### config.mk
export PLATFORM = sky130hd
export DESIGN_NAME = seven_segment_mux_controller
export DESIGN_NICKNAME = d
export VERILOG_FILES = /design/src/rtl/seven_segment_mux_controller.sv
export SDC_FILE = /design/constraint.sdc
export NUM_CORES = 1
export LEC_CHECK = 0
export CAP_MARGIN = 15
export CORE_ASPECT_RATIO = 1.4
export CORE_MARGIN = 2
export CORE_UTILIZATION = 25
export CTS_CLUSTER_DIAMETER = 150
export DETAILED_ROUTE_END_ITERATION = 7
export MAX_ROUTING_LAYER = met4
export RECOVER_POWER = 25
export REMOVE_ABC_BUFFERS = 1
export SKIP_CTS_REPAIR_TIMING = 1
export SLEW_MARGIN = 10
export SYNTH_ARGS = -nofsm -noshare
export SYNTH_HDL_FRONTEND = slang
export SYNTH_SLANG_ARGS = --single-unit
### constraint.sdc
create_clock -name clk_in -period 3.4 [get_ports clk_in]
set_input_delay 0.85 -clock clk_in [delete_from_list [all_inputs] [get_ports clk_in]]
set_output_delay 0.85 -clock clk_in [all_outputs]
set_load 0.005 [all_outputs]
### src/rtl/seven_segment_mux_controller.sv
// Multiplexed common-anode seven-segment driver with a tear-free double-buffered
// value load, per-digit blanking and decimal points, leading-zero suppression and PWM dimming.
module seven_segment_mux_controller #(
    parameter int NUM_DIGITS   = 8,
    parameter int COUNT_PERIOD = 100000,
    parameter int BRIGHT_BITS  = 4
) (
    input  logic                    clk_in,
    input  logic                    rst_n_in,
    input  logic [4*NUM_DIGITS-1:0] val_in,
    input  logic [NUM_DIGITS-1:0]   dp_in,
    input  logic                    val_valid_in,
    input  logic [NUM_DIGITS-1:0]   blank_in,
    input  logic                    lz_suppress_in,
    input  logic [BRIGHT_BITS-1:0]  brightness_in,
    output logic [6:0]              cat_out,
    output logic                    dp_out,
    output logic [NUM_DIGITS-1:0]   an_out,
    output logic                    frame_out,
    output logic                    update_out
);
    localparam int CW = $clog2(COUNT_PERIOD + 1);
    localparam int IW = $clog2(NUM_DIGITS);
    localparam int PW = CW + BRIGHT_BITS + 1;
    localparam logic [CW-1:0] CNT_LAST = CW'(COUNT_PERIOD);
    localparam logic [IW-1:0] IDX_LAST = IW'(NUM_DIGITS - 1);
    localparam logic [PW-1:0] SLOT_LEN = PW'(COUNT_PERIOD + 1);

    function automatic logic [6:0] font(input logic [3:0] nib);
        case (nib)
            4'h0:    font = 7'h3F;
            4'h1:    font = 7'h06;
            4'h2:    font = 7'h5B;
            4'h3:    font = 7'h4F;
            4'h4:    font = 7'h66;
            4'h5:    font = 7'h6D;
            4'h6:    font = 7'h7D;
            4'h7:    font = 7'h07;
            4'h8:    font = 7'h7F;
            4'h9:    font = 7'h6F;
            4'hA:    font = 7'h77;
            4'hB:    font = 7'h7C;
            4'hC:    font = 7'h39;
            4'hD:    font = 7'h5E;
            4'hE:    font = 7'h79;
            4'hF:    font = 7'h71;
            default: font = 7'h00;
        endcase
    endfunction

    // Bit k set when nibbles k..top are all zero; digit 0 is never flagged.
    function automatic logic [NUM_DIGITS-1:0] lead_zero_mask(input logic [4*NUM_DIGITS-1:0] v);
        logic run;
        run = 1'b1;
        lead_zero_mask = {NUM_DIGITS{1'b0}};
        for (int k = NUM_DIGITS - 1; k >= 1; k--) begin
            run = run & (v[4*k +: 4] == 4'h0);
            lead_zero_mask[k] = run;
        end
    endfunction

    logic [CW-1:0]           cnt_r;
    logic [IW-1:0]           idx_r;
    logic [4*NUM_DIGITS-1:0] pend_val_r, disp_val_r;
    logic [NUM_DIGITS-1:0]   pend_dp_r, disp_dp_r;
    logic                    pend_flag_r;
    logic [6:0]              cat_r;
    logic                    dp_r, frame_r, update_r;
    logic [NUM_DIGITS-1:0]   an_r;

    logic                    slot_end_s, boundary_s, hit_s, dark_s, dp_sel_s, pwm_on_s, en_s;
    logic [3:0]              nib_s;
    logic [NUM_DIGITS-1:0]   supp_mask_s, an_nxt_s;
    logic [PW-1:0]           pwm_lhs_s, pwm_rhs_s;

    assign slot_end_s = (cnt_r == CNT_LAST);
    assign boundary_s = slot_end_s && (idx_r == IDX_LAST);

    // Slot counter and scanned digit index
    always_ff @(posedge clk_in or negedge rst_n_in) begin
        if (!rst_n_in) begin
            cnt_r <= {CW{1'b0}};
            idx_r <= {IW{1'b0}};
        end else if (slot_end_s) begin
            cnt_r <= {CW{1'b0}};
            idx_r <= (idx_r == IDX_LAST) ? {IW{1'b0}} : idx_r + IW'(1);
        end else begin
            cnt_r <= cnt_r + CW'(1);
        end
    end

    // Pending/display double buffer; the display only changes at the frame boundary
    always_ff @(posedge clk_in or negedge rst_n_in) begin
        if (!rst_n_in) begin
            pend_val_r  <= {(4*NUM_DIGITS){1'b0}};
            pend_dp_r   <= {NUM_DIGITS{1'b0}};
            pend_flag_r <= 1'b0;
            disp_val_r  <= {(4*NUM_DIGITS){1'b0}};
            disp_dp_r   <= {NUM_DIGITS{1'b0}};
        end else if (boundary_s && val_valid_in) begin
            disp_val_r  <= val_in;
            disp_dp_r   <= dp_in;
            pend_flag_r <= 1'b0;
        end else if (boundary_s && pend_flag_r) begin
            disp_val_r  <= pend_val_r;
            disp_dp_r   <= pend_dp_r;
            pend_flag_r <= 1'b0;
        end else if (val_valid_in) begin
            pend_val_r  <= val_in;
            pend_dp_r   <= dp_in;
            pend_flag_r <= 1'b1;
        end
    end

    // Select current digit's nibble/dp, darkening and PWM; widths chosen so nothing truncates
    always_comb begin
        nib_s       = 4'h0;
        dp_sel_s    = 1'b0;
        dark_s      = 1'b0;
        hit_s       = 1'b0;
        supp_mask_s = lz_suppress_in ? lead_zero_mask(disp_val_r) : {NUM_DIGITS{1'b0}};
        for (int k = 0; k < NUM_DIGITS; k++) begin
            hit_s    = (idx_r == IW'(k));
            nib_s    = nib_s | ({4{hit_s}} & disp_val_r[4*k +: 4]);
            dp_sel_s = dp_sel_s | (hit_s & disp_dp_r[k]);
            dark_s   = dark_s | (hit_s & (blank_in[k] | supp_mask_s[k]));
        end
        pwm_lhs_s = PW'(cnt_r) << BRIGHT_BITS;
        pwm_rhs_s = (PW'(brightness_in) + PW'(1)) * SLOT_LEN;
        pwm_on_s  = (pwm_lhs_s < pwm_rhs_s);
        en_s      = ~dark_s & pwm_on_s;
        for (int k = 0; k < NUM_DIGITS; k++) begin
            an_nxt_s[k] = ~(en_s && (idx_r == IW'(k)));
        end
    end

    // Registered pin drivers and event pulses
    always_ff @(posedge clk_in or negedge rst_n_in) begin
        if (!rst_n_in) begin
            an_r     <= {NUM_DIGITS{1'b1}};
            cat_r    <= 7'h7F;
            dp_r     <= 1'b1;
            frame_r  <= 1'b0;
            update_r <= 1'b0;
        end else begin
            an_r     <= an_nxt_s;
            cat_r    <= en_s ? ~font(nib_s) : 7'h7F;
            dp_r     <= en_s ? ~dp_sel_s : 1'b1;
            frame_r  <= boundary_s;
            update_r <= boundary_s & (val_valid_in | pend_flag_r);
        end
    end

    assign an_out     = an_r;
    assign cat_out    = cat_r;
    assign dp_out     = dp_r;
    assign frame_out  = frame_r;
    assign update_out = update_r;

endmodule

==> impl_summary.txt, run 1 <==
----------------------------------------------------
[Outcome]
  Outcome ... finished with violations
  Violated checks ... max-capacitance violations, max-slew violations, negative setup slack

[CTS]
  Skew-Pair Late Insertion Delay ... 410 ps
  CTS H-tree depth ... 4
  CTS Buf Count ... 17
  Clock tree sinks ... 119
  Longest Clk Path Bufs ... 2
  Clock tree from TritonCTS ... built
  Cell chosen for the clock root ... sky130_fd_sc_hd__clkbuf_16
  Clock slew seen by the registers of the worst setup and hold paths ... 50 ps

[Synthesis]
  Synth Area per Inst ... 10.1 um^2
  Yosys warnings ... 0
  Register bit total from synthesis ... 119
  Sequential-to-total area share from yosys stat ... 42.9%
  Number of enable flip-flop cells after synthesis ... 0
  Number of distinct standard cells referenced by the synthesized netlist ... 60
  Cell area after technology mapping ... 6990 um^2
  Ys flop type ... sky130_fd_sc_hd__dfrtp_1
  Cells after Synth ... 689
  Cell taking the most area after synthesis ... sky130_fd_sc_hd__dfrtp_1
  Leading post-synthesis cells by cell area ... sky130_fd_sc_hd__dfrtp_1 (37%), sky130_fd_sc_hd__ha_1 (11%), sky130_fd_sc_hd__dfstp_2 (6.0%)
  Post-synthesis async set-or-reset flop share ... 100%
  Yosys top cell area share ... 36.9%

[STA]
  Final worst-path cycle share ... 125%
  Worst relative slew slack ... -33.9%
  Clock period minus final worst setup slack ... 4240 ps
  Clock Skews ... 10.1 ps
  Final setup violating endpoints ... 16
  Pin slew with the least headroom to its limit ... 2010 ps
  Setup repair after global routing missed its margin ... true
  Setup WS post-layout ... -841 ps
  Peak Freq ... 0.236 GHz
  Final hold viol count ... 0
  Max-slew violation count ... 114

[Critical path]
  Sort of element at the end of the critical path ... flip-flop
  Path type of the worst setup path ... in -> reg
  Critical path startpoint category ... input port
  Data arrival time of the critical path ... 4540 ps
  Origin of the worst setup path ... brightness_in[1]
  Launching point of the worst reg2reg path ... idx_r[2]$_DFFE_PN0N_
  Required time of the critical path ... 3700 ps
  Peak fanout along the critical path ... 6

[Detailed routing]
  Via count of the routed design ... 5669
  Avg WL per Cell ... 15.7 um
  Remaining DRCs ... 0
  Via count normalized by instance count ... 4.71
  Number of nets with antenna violations after routing ... 0
  Length of the first detailed-routing pass in iterations ... 4
  Final WL ... 18.9 mm
  Number of DRC markers after the initial detailed-route iteration ... 354

[GRT]
  Largest net degree at the start of global routing ... 81
  Initial antenna violation count ... 1
  Grt total ovfl ... 0
  First-pass GRT wire length ... 30.0 mm
  Total Routing Usage GR ... 13.1%
  Vias in the first global route ... 5775

[Floorplanning]
  Die width ... 145 um
  Full die area ... 29300 um^2
  Die Y ... 202 um
  Number of top-level pins ... 74
  Initial core utilization ... 25.3%
  Core Box Area ... 27600 um^2
  FP Rows ... 72

[Final layout]
  Leading cell types in the layout, fill and taps excluded ... sky130_fd_sc_hd__dfrtp_1 (103), sky130_fd_sc_hd__buf_4 (69), sky130_fd_sc_hd__clkdlybuf4s50_1 (68)
  Fraction of final layout cells sized beyond drive strength 1 ... 24.3%
  Most common cell after layout, fill and taps aside ... sky130_fd_sc_hd__dfrtp_1
  Utilization after layout ... 34.5%
  Total of fill cells in the finished design ... 2806
  Area added between synthesis and finish ... 36.2%
  Final-stage net count ... 940
  Fin cells ... 1203

[Power and ir drop]
  Leak Pwr ... 0.00405 uW
  Peak VDD IR ... 306 uV
  Power density cells ... 448 nW/um^2

[Place]
  Port Buffer Count ... 73
  Cell count after placement ... 1163
  Placer's final routability congestion estimate ... 0.797
  Post-Place Setup Slack ... -2060 ps
  Final HPWL DP ... 13.8 mm

[Run]
  Number of max-capacitance violations reported ... 2

[Worst hold path]
  Type of the most critical hold path ... in -> async

----------------------------------------------------
-- cells by family after synthesis --
kind of cell | share of synthesized area [%]
DFF | 42.9
muxes | 7.95
buffers and inverters | 3.94
and+or+nand+nor | 14.0
adders and majority gates | 11.7
xor gates and xnor gates | 4.01
AOI/OAI and AO/OA | 15.5
-- cells in the mapped netlist, types with 3 or more instances --
cell,n
sky130_fd_sc_hd__dfstp_2,16
sky130_fd_sc_hd__buf_6,3
sky130_fd_sc_hd__buf_2,4
sky130_fd_sc_hd__a21o_1,5
sky130_fd_sc_hd__nor3_1,5
sky130_fd_sc_hd__a22oi_1,7
sky130_fd_sc_hd__a21oi_1,31
sky130_fd_sc_hd__xnor2_1,16
sky130_fd_sc_hd__inv_1,23
sky130_fd_sc_hd__mux2_2,35
sky130_fd_sc_hd__a222oi_1,7
sky130_fd_sc_hd__a221oi_1,3
sky130_fd_sc_hd__and2_1,35
sky130_fd_sc_hd__buf_4,5
sky130_fd_sc_hd__clkbuf_1,24
sky130_fd_sc_hd__nand3_1,26
sky130_fd_sc_hd__o22ai_1,15
sky130_fd_sc_hd__nor2_1,22
sky130_fd_sc_hd__a31oi_1,38
sky130_fd_sc_hd__o21ai_1,30
sky130_fd_sc_hd__nand4_1,9
sky130_fd_sc_hd__nand2_1,65
sky130_fd_sc_hd__xor2_1,16
sky130_fd_sc_hd__nor2b_1,3
sky130_fd_sc_hd__ha_1,64
sky130_fd_sc_hd__mux2i_1,6
sky130_fd_sc_hd__dfrtp_1,103
sky130_fd_sc_hd__nand4b_1,3
sky130_fd_sc_hd__nor4_1,8
sky130_fd_sc_hd__o21a_1,3
sky130_fd_sc_hd__o21ai_0,16
sky130_fd_sc_hd__mux2_1,9
-- final cells by class --
| type | instances | area, um^2 | share of cell area [%] |
|---|---|---|---|
| antenna | 1 | 2.50 | 0.0263 |
| clock buffer | 20 | 447 | 4.69 |
| clock inverter | 12 | 153 | 1.60 |
| inverter | 23 | 86.3 | 0.907 |
| multi-input combinational | 509 | 4060 | 42.7 |
| sequential | 119 | 3000 | 31.5 |
| tap | 370 | 463 | 4.87 |
| timing repair buffer | 149 | 1310 | 13.7 |
-- registers in the layout (all words and copies together) (netlist names) --
signal and cells:
disp_dp_r 8, disp_val_r 32, pend_flag_r 1, dp_out 1
pend_dp_r 8, update_out 1, pend_val_r 32, cat_out 7
idx_r 3, frame_out 1, an_out 8, cnt_r 17
-- through the flow --
stage          TNS (ps)  instance area, um^2  total power [uW]  hold WS, ps
3_3_place_gp     -31990                 8520              2320          466
4_1_cts          -26300                 9120              4160          256
5_1_grt          -16020                 9520              4460          414
3_5_place_dp     -32590                 8520              2340          480
2_1_floorplan    -23540                 6800              1970          451
6_report         -12780                 9520              4260          386
-- routing by layer --
layer	vias to the layer above	global-route usage, %	routed length [um]	share of wire, %
li1	2781	-	-	-
met1	2777	15.7	8210	43
met2	90	22.8	9830	52
met3	21	2.08	551	2.9
met4	0	3.54	308	1.6
met5	-	-	0	0
-- power breakdown --
group	leakage (uW)	internal [uW]	switching, uW
Clock	0.000282	1170	640
Combinational	0.00231	482	429
Sequential	0.00146	1500	45.0
Total	0.00405	3150	1110
-- final timing paths --
path                                             end  slack [ps]  depth (start not counted)
hold reg to reg            pend_val_r[6]$_DFFE_PN0P_         490                          1
setup / recovery                 an_out[1]$_DFF_PN1_        -840                         22
setup reg to reg                cat_out[6]$_DFF_PN1_         560                         12
max in group asynchronous        cnt_r[14]$_DFF_PN0_         680                          2
hold / removal             pend_val_r[8]$_DFFE_PN0P_         390                          1
min in group clk_in        pend_val_r[6]$_DFFE_PN0P_         490                          1
-- worst max-delay path, cell delays in order --
cell,delay [ps]
sky130_fd_sc_hd__buf_8,100
sky130_fd_sc_hd__ha_4,180
sky130_fd_sc_hd__nand3_4,90
sky130_fd_sc_hd__inv_2,60
sky130_fd_sc_hd__buf_4,150
sky130_fd_sc_hd__ha_1,320
sky130_fd_sc_hd__ha_4,270
sky130_fd_sc_hd__ha_4,240
sky130_fd_sc_hd__ha_4,230
sky130_fd_sc_hd__buf_4,140
sky130_fd_sc_hd__nand3_1,90
sky130_fd_sc_hd__nand2_1,110
sky130_fd_sc_hd__a221oi_4,310
sky130_fd_sc_hd__o21ai_1,100
sky130_fd_sc_hd__nand2_1,80
sky130_fd_sc_hd__xor2_1,180
sky130_fd_sc_hd__ha_1,280
sky130_fd_sc_hd__a21o_1,190
sky130_fd_sc_hd__a21oi_2,110
sky130_fd_sc_hd__a32o_2,220
sky130_fd_sc_hd__buf_6,130
sky130_fd_sc_hd__nand4_1,100
No activity file was read; power rests on OpenSTA's default activity.
==> run 2: changes to the inputs <==
==> constraint.sdc (replaced) <==
create_clock -name clk_in -period 4.7 [get_ports clk_in]
set_input_delay 1.175 -clock clk_in [delete_from_list [all_inputs] [get_ports clk_in]]
set_output_delay 1.175 -clock clk_in [all_outputs]
set_load 0.005 [all_outputs]
==> run 2 against run 1 <==
- the run ends with max-capacitance violations, max-slew violations left
- largest cell class unchanged
- critical path type unchanged
- design area down 1.4%
- worst hold slack better by 94 ps
- combinational power decreased by 28%
- clock power is 33% lower
- utilization down 0.49 points
- non-clock buffer count shrank 15
- clock-buffer cell count rose by 4
- register-to-register slack better by 830 ps
- sequential power decreased by 27%
==> impl_summary.txt, run 2 (same netlist as run 1, synthesis figures left out) <==
----------------------------------------------------
[Final layout]
  Most common cell after layout, fill and taps aside ... sky130_fd_sc_hd__dfrtp_1
  Registers with the most flip-flops ... disp_val_r (32), pend_val_r (32), cnt_r (17)
  Total of fill cells in the finished design ... 2828 (+0.78%)
  Leading cell types in the layout, fill and taps excluded ... sky130_fd_sc_hd__dfrtp_1 (103), sky130_fd_sc_hd__clkdlybuf4s50_1 (68), sky130_fd_sc_hd__nand2_1 (64)
  Final non-filler cell area ... 9380 um^2 (-1.4%)
  Final-stage net count ... 926 (-1.5%)
  Fraction of final layout cells sized beyond drive strength 1 ... 23.1% (-1.2 points)
  Area added between synthesis and finish ... 34.3%
  Footprint of the flip-flops and latches ... 3000 um^2 (unchanged)
  Area of combinational cells with multiple inputs ... 4090 um^2 (+0.74%)

[CTS]
  CTS Buf Count ... 17 (unchanged)
  Clock slew seen by the registers of the worst setup and hold paths ... 50 ps (about the same)
  CTS H-tree depth ... 4 (unchanged)
  Cell chosen for the clock root ... sky130_fd_sc_hd__clkbuf_16
  Skew-Pair Late Insertion Delay ... 420 ps (about the same)
  Longest Clk Path Bufs ... 2 (unchanged)
  Clock tree from TritonCTS ... built
  Clock tree sinks ... 119 (unchanged)

[GRT]
  Grt met1 use ... 15.9% (+0.20 points)
  Total Routing Usage GR ... 13.0% (-0.12 points)
  Grt total ovfl ... 0 (unchanged)
  Vias in the first global route ... 5639 (-2.4%)
  Global-route met2 utilization ... 21.5% (-1.3 points)
  Largest net degree at the start of global routing ... 44 (-46%)
  Global-route layer with the greatest usage ... met2
  Met3 Track Usage GR ... 2.82% (+0.74 points)
  Initial antenna violation count ... 1 (unchanged)
  First-pass GRT wire length ... 29.5 mm (-1.6%)

[Place]
  Placer's final routability congestion estimate ... 0.807 (+1.2%)
  Final HPWL DP ... 13.5 mm (-2.2%)
  Post-Place Cell Area ... 8420 um^2 (-1.2%)
  Port Buffer Count ... 73 (unchanged)

[STA]
  Final hold viol count ... 0 (unchanged)
  Final sum of negative setup slack ... 0 ps (+12780 ps)
  Peak Freq ... 0.217 GHz
  Worst Hold Slack ... 480 ps (+94.1 ps)
  Worst relative slew slack ... -54.1% (-20 points)
  Clock Skews ... 11.6 ps (+1.52 ps)
  Clock period minus final worst setup slack ... 4610 ps
  Pin slew with the least headroom to its limit ... 2310 ps (+304 ps)
  Final setup violating endpoints ... 0 (-16)
  Final worst-path cycle share ... 98.1%
  Max-slew violation count ... 44 (-61%)

[Power and ir drop]
  Sw Pwr ... 777 uW (-30%)
  Leak Pwr ... 0.00399 uW (-1.6%)
  Power density cells ... 319 nW/um^2 (-29%)
  Internal power ... 2210 uW (-30%)
  Sw Share ... 26.0% (-0.14 points)
  Relative contribution of the clock network to total power ... 40.5% (-1.9 points)
  Sequential share of power ... 37.4% (+1.2 points)
  Share of total power in combinational logic ... 22.1% (+0.7 points)
  Peak VDD IR ... 205 uV (-33%)

[Detailed routing]
  Final WL ... 18.8 mm (-0.42%)
  Via count normalized by instance count ... 4.77 (+1.3%)
  Length of the first detailed-routing pass in iterations ... 5 (+1)
  Number of DRC markers after the initial detailed-route iteration ... 335 (-5.4%)
  Remaining DRCs ... 0 (unchanged)
  Number of nets with antenna violations after routing ... 0 (unchanged)
  Avg WL per Cell ... 15.9 um (+1.1%)
  Via count of the routed design ... 5654 (-0.26%)

[Outcome]
  Violated checks ... max-capacitance violations, max-slew violations
  Outcome ... finished with violations

[Critical path]
  Path type of the worst setup path ... in -> reg
  Required time of the critical path ... 5050 ps (+1350 ps)
  Peak fanout along the critical path ... 8 (+2)
  Sort of element at the end of the critical path ... flip-flop
  Delay of the slowest cell on the worst path ... 350 ps (+30 ps)
  Most common cell type on the critical path ... sky130_fd_sc_hd__ha_4
  Slowest stage cell, crit path ... sky130_fd_sc_hd__a32o_2
  Series of cell instances along the critical path ... buf_4 > ha_4 > xnor2_4 > inv_2 > ha_4 > xnor2_2 > ha_1 > a21o_1 > ha_4 > ha_4 > o21ai_2 > o21ai_2 > a31oi_1 > o21ai_1 > a31oi_1 > xor2_1 > ha_1 > nand3_1 > nor3_2 > o21ai_2 > a32o_2 > nand4_1
  Critical path startpoint category ... input port
  Data arrival time of the critical path ... 4960 ps (+420 ps)
  Setup slack, reg-to-reg ... 1390 ps (+830 ps)

[Floorplanning]
  Full die area ... 29300 um^2 (unchanged)
  FP Rows ... 72 (unchanged)
  Initial core utilization ... 25.3% (unchanged)
  Die Y ... 202 um (unchanged)
  Die width ... 145 um (unchanged)
  Core Box Area ... 27600 um^2 (unchanged)
  Number of top-level pins ... 74 (unchanged)

[Worst hold path]
  Type of the most critical hold path ... reg -> reg

[Run]
  Number of max-capacitance violations reported ... 1 (-1)

----------------------------------------------------
-- run 2: power by group through the flow --
stage	logic (uW)	registers (uW)	clock network [uW]
2_1_floorplan	300	1120	0
3_3_place_gp	532	1130	0
3_5_place_dp	546	1130	0
4_1_cts	550	1120	1240
5_1_grt	727	1120	1280
6_report	660	1120	1210
-- run 2: final timing paths --
kind	end	from	cells past startpoint
max in group asynchronous	cnt_r[14]$_DFF_PN0_	rst_n_in	2
setup / recovery	an_out[2]$_DFF_PN1_	brightness_in[1]	22
hold reg to reg	pend_dp_r[7]$_DFFE_PN0P_	pend_dp_r[7]$_DFFE_PN0P_	1
hold / removal	pend_dp_r[7]$_DFFE_PN0P_	pend_dp_r[7]$_DFFE_PN0P_	1
setup reg to reg	cat_out[6]$_DFF_PN1_	idx_r[0]$_DFFE_PN0N_	12
min in group asynchronous	pend_val_r[0]$_DFFE_PN0P_	rst_n_in	1
-- run 2: area by class of cell --
| type | count | share of cell area (%) |
|---|---|---|
| inverter | 23 | 0.974 |
| timing repair buffer | 134 | 12.7 |
| clock buffer | 24 | 5.35 |
| multi-input combinational | 510 | 43.6 |
| tap | 370 | 4.93 |
| clock inverter | 4 | 0.480 |
| sequential | 119 | 32.0 |
| antenna | 1 | 0.0267 |
-- run 2: layer usage --
metal	part of all wire [%]	vias up
li1	-	2750
met1	44	2774
met2	51	114
met3	3.7	16
met4	1.3	0
met5	0	-
-- run 2: through the flow --
stage | cells | power, uW | utilization, % | setup slack (ps)
floorplan | 651 | 1420 | - | -484
global placement | 1151 | 1660 | 30.5 | -1200
detailed placement | 1151 | 1680 | 30.5 | -1270
CTS | 1179 | 2900 | 32.5 | -880
global route | 1185 | 3130 | 34.0 | -109
finish | 1185 | 2990 | 34.0 | 90.0
-- run 2: critical path, delay by kind of cell --
kind / cells / cell delay (ps)
adders and majority gates: 6 / 1400
and+or+nand+nor: 3 / 390
AOI/OAI and AO/OA: 8 / 1280
xor gates and xnor gates: 3 / 460
buffers and inverters: 2 / 230
==> run 3: changes to the inputs <==
--- a/config.mk
+++ b/config.mk
@@ -6,12 +6,15 @@
 export NUM_CORES = 1
 export LEC_CHECK = 0
 export CAP_MARGIN = 15
+export CELL_PAD_IN_SITES_DETAIL_PLACEMENT = 1
+export CELL_PAD_IN_SITES_GLOBAL_PLACEMENT = 2
 export CORE_ASPECT_RATIO = 1.4
 export CORE_MARGIN = 2
 export CORE_UTILIZATION = 25
 export CTS_CLUSTER_DIAMETER = 150
 export DETAILED_ROUTE_END_ITERATION = 7
 export MAX_ROUTING_LAYER = met4
+export PLACE_DENSITY_LB_ADDON = 0.1
 export RECOVER_POWER = 25
 export REMOVE_ABC_BUFFERS = 1
 export SKIP_CTS_REPAIR_TIMING = 1
==> run 3 against run 2 <==
- the run still ends with max-capacitance violations, max-slew violations left
- setup slack got worse by 29 ps
- fmax decreased by 0.63%
- sequential share of layout area increased by 0.19 points
- combinational power decreased by 4.7%
- worst hold slack improved by 7.8 ps
- sequential power about the same
- global-route usage increased by 2.6 points
- non-clock buffer count unchanged
- clock skew increased by 6.8 ps
- utilization decreased by 0.20 points
- clock-buffer cell count increased by 4
- register-to-register slack improved by 240 ps
- largest cell class unchanged
==> impl_summary.txt, run 3 (same netlist as run 1, synthesis figures left out) <==
----------------------------------------------------
[Outcome]
  Outcome ... finished with violations
  Violated checks ... max-capacitance violations, max-slew violations

[CTS]
  Clock tree from TritonCTS ... built
  CTS Buf Count ... 17 (unchanged)
  Longest Clk Path Bufs ... 2 (unchanged)
  CTS H-tree depth ... 4 (unchanged)
  Skew-Pair Late Insertion Delay ... 430 ps (about the same)
  Cell chosen for the clock root ... sky130_fd_sc_hd__clkbuf_16
  Clock slew seen by the registers of the worst setup and hold paths ... 60 ps (about the same)
  Clock tree sinks ... 119 (unchanged)

[GRT]
  Largest net degree at the start of global routing ... 120 (+170%)
  Grt total ovfl ... 0 (unchanged)
  Vias in the first global route ... 6265 (+11%)
  Initial antenna violation count ... 0 (-1)
  Total Routing Usage GR ... 15.5% (+2.6 points)
  First-pass GRT wire length ... 34.7 mm (+17%)

[Place]
  Port Buffer Count ... 73 (unchanged)
  Placer's final routability congestion estimate ... 0.797 (-1.2%)
  Final HPWL DP ... 16.1 mm (+20%)

[Critical path]
  Peak fanout along the critical path ... 8 (unchanged)
  Path type of the worst setup path ... in -> reg
  Critical path startpoint category ... input port
  Sort of element at the end of the critical path ... flip-flop
  Required time of the critical path ... 5000 ps (-50 ps)
  Data arrival time of the critical path ... 4940 ps (-20 ps)

[Floorplanning]
  Full die area ... 29300 um^2 (unchanged)
  Core Box Area ... 27600 um^2 (unchanged)
  Initial core utilization ... 25.3% (unchanged)
  Die width ... 145 um (unchanged)
  FP Rows ... 72 (unchanged)
  Number of top-level pins ... 74 (unchanged)
  Die Y ... 202 um (unchanged)

[Power and ir drop]
  Share of total power in combinational logic ... 20.5% (-1.6 points)
  Sw Pwr ... 812 uW (+4.4%)
  Leak Pwr ... 0.00401 uW (+0.56%)
  Sequential share of power ... 36.3% (-1.1 points)
  Relative contribution of the clock network to total power ... 43.2% (+2.7 points)
  Sw Share ... 26.4% (+0.38 points)
  Peak VDD IR ... 224 uV (+9.3%)
  Power density cells ... 330 nW/um^2 (+3.5%)
  Total power ... 3080 uW (+2.9%)
  Internal power ... 2260 uW (+2.4%)

[Final layout]
  Most common cell after layout, fill and taps aside ... sky130_fd_sc_hd__dfrtp_1
  Fraction of final layout cells sized beyond drive strength 1 ... 22.2% (-0.85 points)
  Utilization after layout ... 33.8% (-0.20 points)
  Registers with the most flip-flops ... disp_val_r (32), pend_val_r (32), cnt_r (17)
  Leading cell types in the layout, fill and taps excluded ... sky130_fd_sc_hd__dfrtp_1 (103), sky130_fd_sc_hd__clkdlybuf4s50_1 (68), sky130_fd_sc_hd__nand2_1 (64)
  Area added between synthesis and finish ... 33.5%
  Final-stage net count ... 926 (unchanged)
  Number of inserted diodes ... 0 (-1)

[STA]
  Clock Skews ... 18.4 ps (+6.79 ps)
  Worst relative slew slack ... -105% (-51 points)
  Pin slew with the least headroom to its limit ... 3080 ps (+764 ps)
  Final worst-path cycle share ... 98.7% (+0.63 points)
  Final hold viol count ... 0 (unchanged)
  Peak Freq ... 0.216 GHz (-0.63%)
  Clock period minus final worst setup slack ... 4640 ps (+29.4 ps)
  Setup repair after global routing missed its margin ... true
  Final setup violating endpoints ... 0 (unchanged)
  Max-slew violation count ... 120 (+170%)

[Detailed routing]
  Routed met2 length ... 12.2 mm (+28%)
  Via count normalized by instance count ... 4.82 (+1.0%)
  Via count of the routed design ... 5727 (+1.3%)
  Number of DRC markers after the initial detailed-route iteration ... 221 (-34%)
  Remaining DRCs ... 0 (unchanged)
  Highest routed layer ... met4
  Length of the first detailed-routing pass in iterations ... 6 (+1)
  Length of routed wiring on met1 ... 9.08 mm (+8.6%)
  Number of nets with antenna violations after routing ... 0 (unchanged)
  Met3 Routed Length ... 429 um (-38%)
  Final WL ... 22.0 mm (+17%)
  Avg WL per Cell ... 18.5 um (+17%)

[Run]
  Number of max-capacitance violations reported ... 1 (unchanged)

[Worst hold path]
  Type of the most critical hold path ... reg -> reg

----------------------------------------------------
run 3: changes by cell type in the layout (fill, tap and decap cells not counted), sizes merged:
cell	previous run	this run
clkbuf	28	31
diode	1	0
buf	61	62
bufinv	1	0
clkinvlp	0	1
run 3: final cells by class:
class                           instances  area [um^2]
Clock buffer                           28          592
Inverter                               23         86.3
Timing Repair Buffer                  134         1200
Multi-Input combinational cell        510         3960
Fill cell                            3073        18200
Clock inverter                          4         22.5
Sequential cell                       119         3000
Tap cell                              370          463
run 3: worst paths after layout:
| path | startpoint | end | slack [ps] | cells after the start |
|---|---|---|---|---|
| max | brightness_in[1] | an_out[0]$_DFF_PN1_ | 60 | 22 |
| min | pend_dp_r[7]$_DFFE_PN0P_ | pend_dp_r[7]$_DFFE_PN0P_ | 490 | 1 |
| max reg2reg | cnt_r[12]$_DFF_PN0_ | disp_dp_r[3]$_DFFE_PN0N_ | 1630 | 6 |
| min reg2reg | pend_dp_r[7]$_DFFE_PN0P_ | pend_dp_r[7]$_DFFE_PN0P_ | 490 | 1 |
| max in group asynchronous | rst_n_in | pend_val_r[14]$_DFFE_PN0P_ | 1040 | 2 |
| min in group asynchronous | rst_n_in | pend_val_r[24]$_DFFE_PN0P_ | 1880 | 2 |
run 3: stage by stage:
step,hold slack [ps],area [um^2],std cells,setup TNS (ps),worst slack [ps]
after floorplan,451,6800,651,-7370,-484
after global placement,476,8410,1149,-20040,-1280
after detailed placement,483,8410,1149,-23310,-1490
after CTS,496,9030,1181,-16660,-1080
after global routing,518,9330,1188,-2150,-189
final,488,9330,1188,0,60.6
run 3: worst max-delay path: stages:
cell and delay [ps]:
sky130_fd_sc_hd__buf_8 110, sky130_fd_sc_hd__ha_4 170, sky130_fd_sc_hd__xnor2_4 190, sky130_fd_sc_hd__inv_2 90, sky130_fd_sc_hd__ha_4 170, sky130_fd_sc_hd__xnor2_2 130, sky130_fd_sc_hd__ha_2 180, sky130_fd_sc_hd__a21o_1 190
sky130_fd_sc_hd__ha_4 290, sky130_fd_sc_hd__ha_4 200, sky130_fd_sc_hd__buf_6 110, sky130_fd_sc_hd__nand4b_1 120, sky130_fd_sc_hd__nand2_2 100, sky130_fd_sc_hd__a221oi_2 280, sky130_fd_sc_hd__o21ai_1 100, sky130_fd_sc_hd__nand2_1 80
sky130_fd_sc_hd__xor2_1 180, sky130_fd_sc_hd__ha_1 270, sky130_fd_sc_hd__a21o_1 190, sky130_fd_sc_hd__a21oi_2 150, sky130_fd_sc_hd__a32o_2 330, sky130_fd_sc_hd__nand4_1 120
run 3: per-layer routing:
layer	up-vias	track usage [%]
li1	2747	-
met1	2886	17.2
met2	77	28.6
met3	17	2.19
met4	0	5.01
met5	-	-
run 3: power by group through the flow:
| stage | clock network, uW | logic (uW) | registers [uW] |
|---|---|---|---|
| after floorplan | 0 | 300 | 1120 |
| after global placement | 0 | 552 | 1130 |
| after detailed placement | 0 | 569 | 1140 |
| after CTS | 1370 | 572 | 1120 |
| after global routing | 1420 | 705 | 1120 |
| final | 1330 | 629 | 1120 |
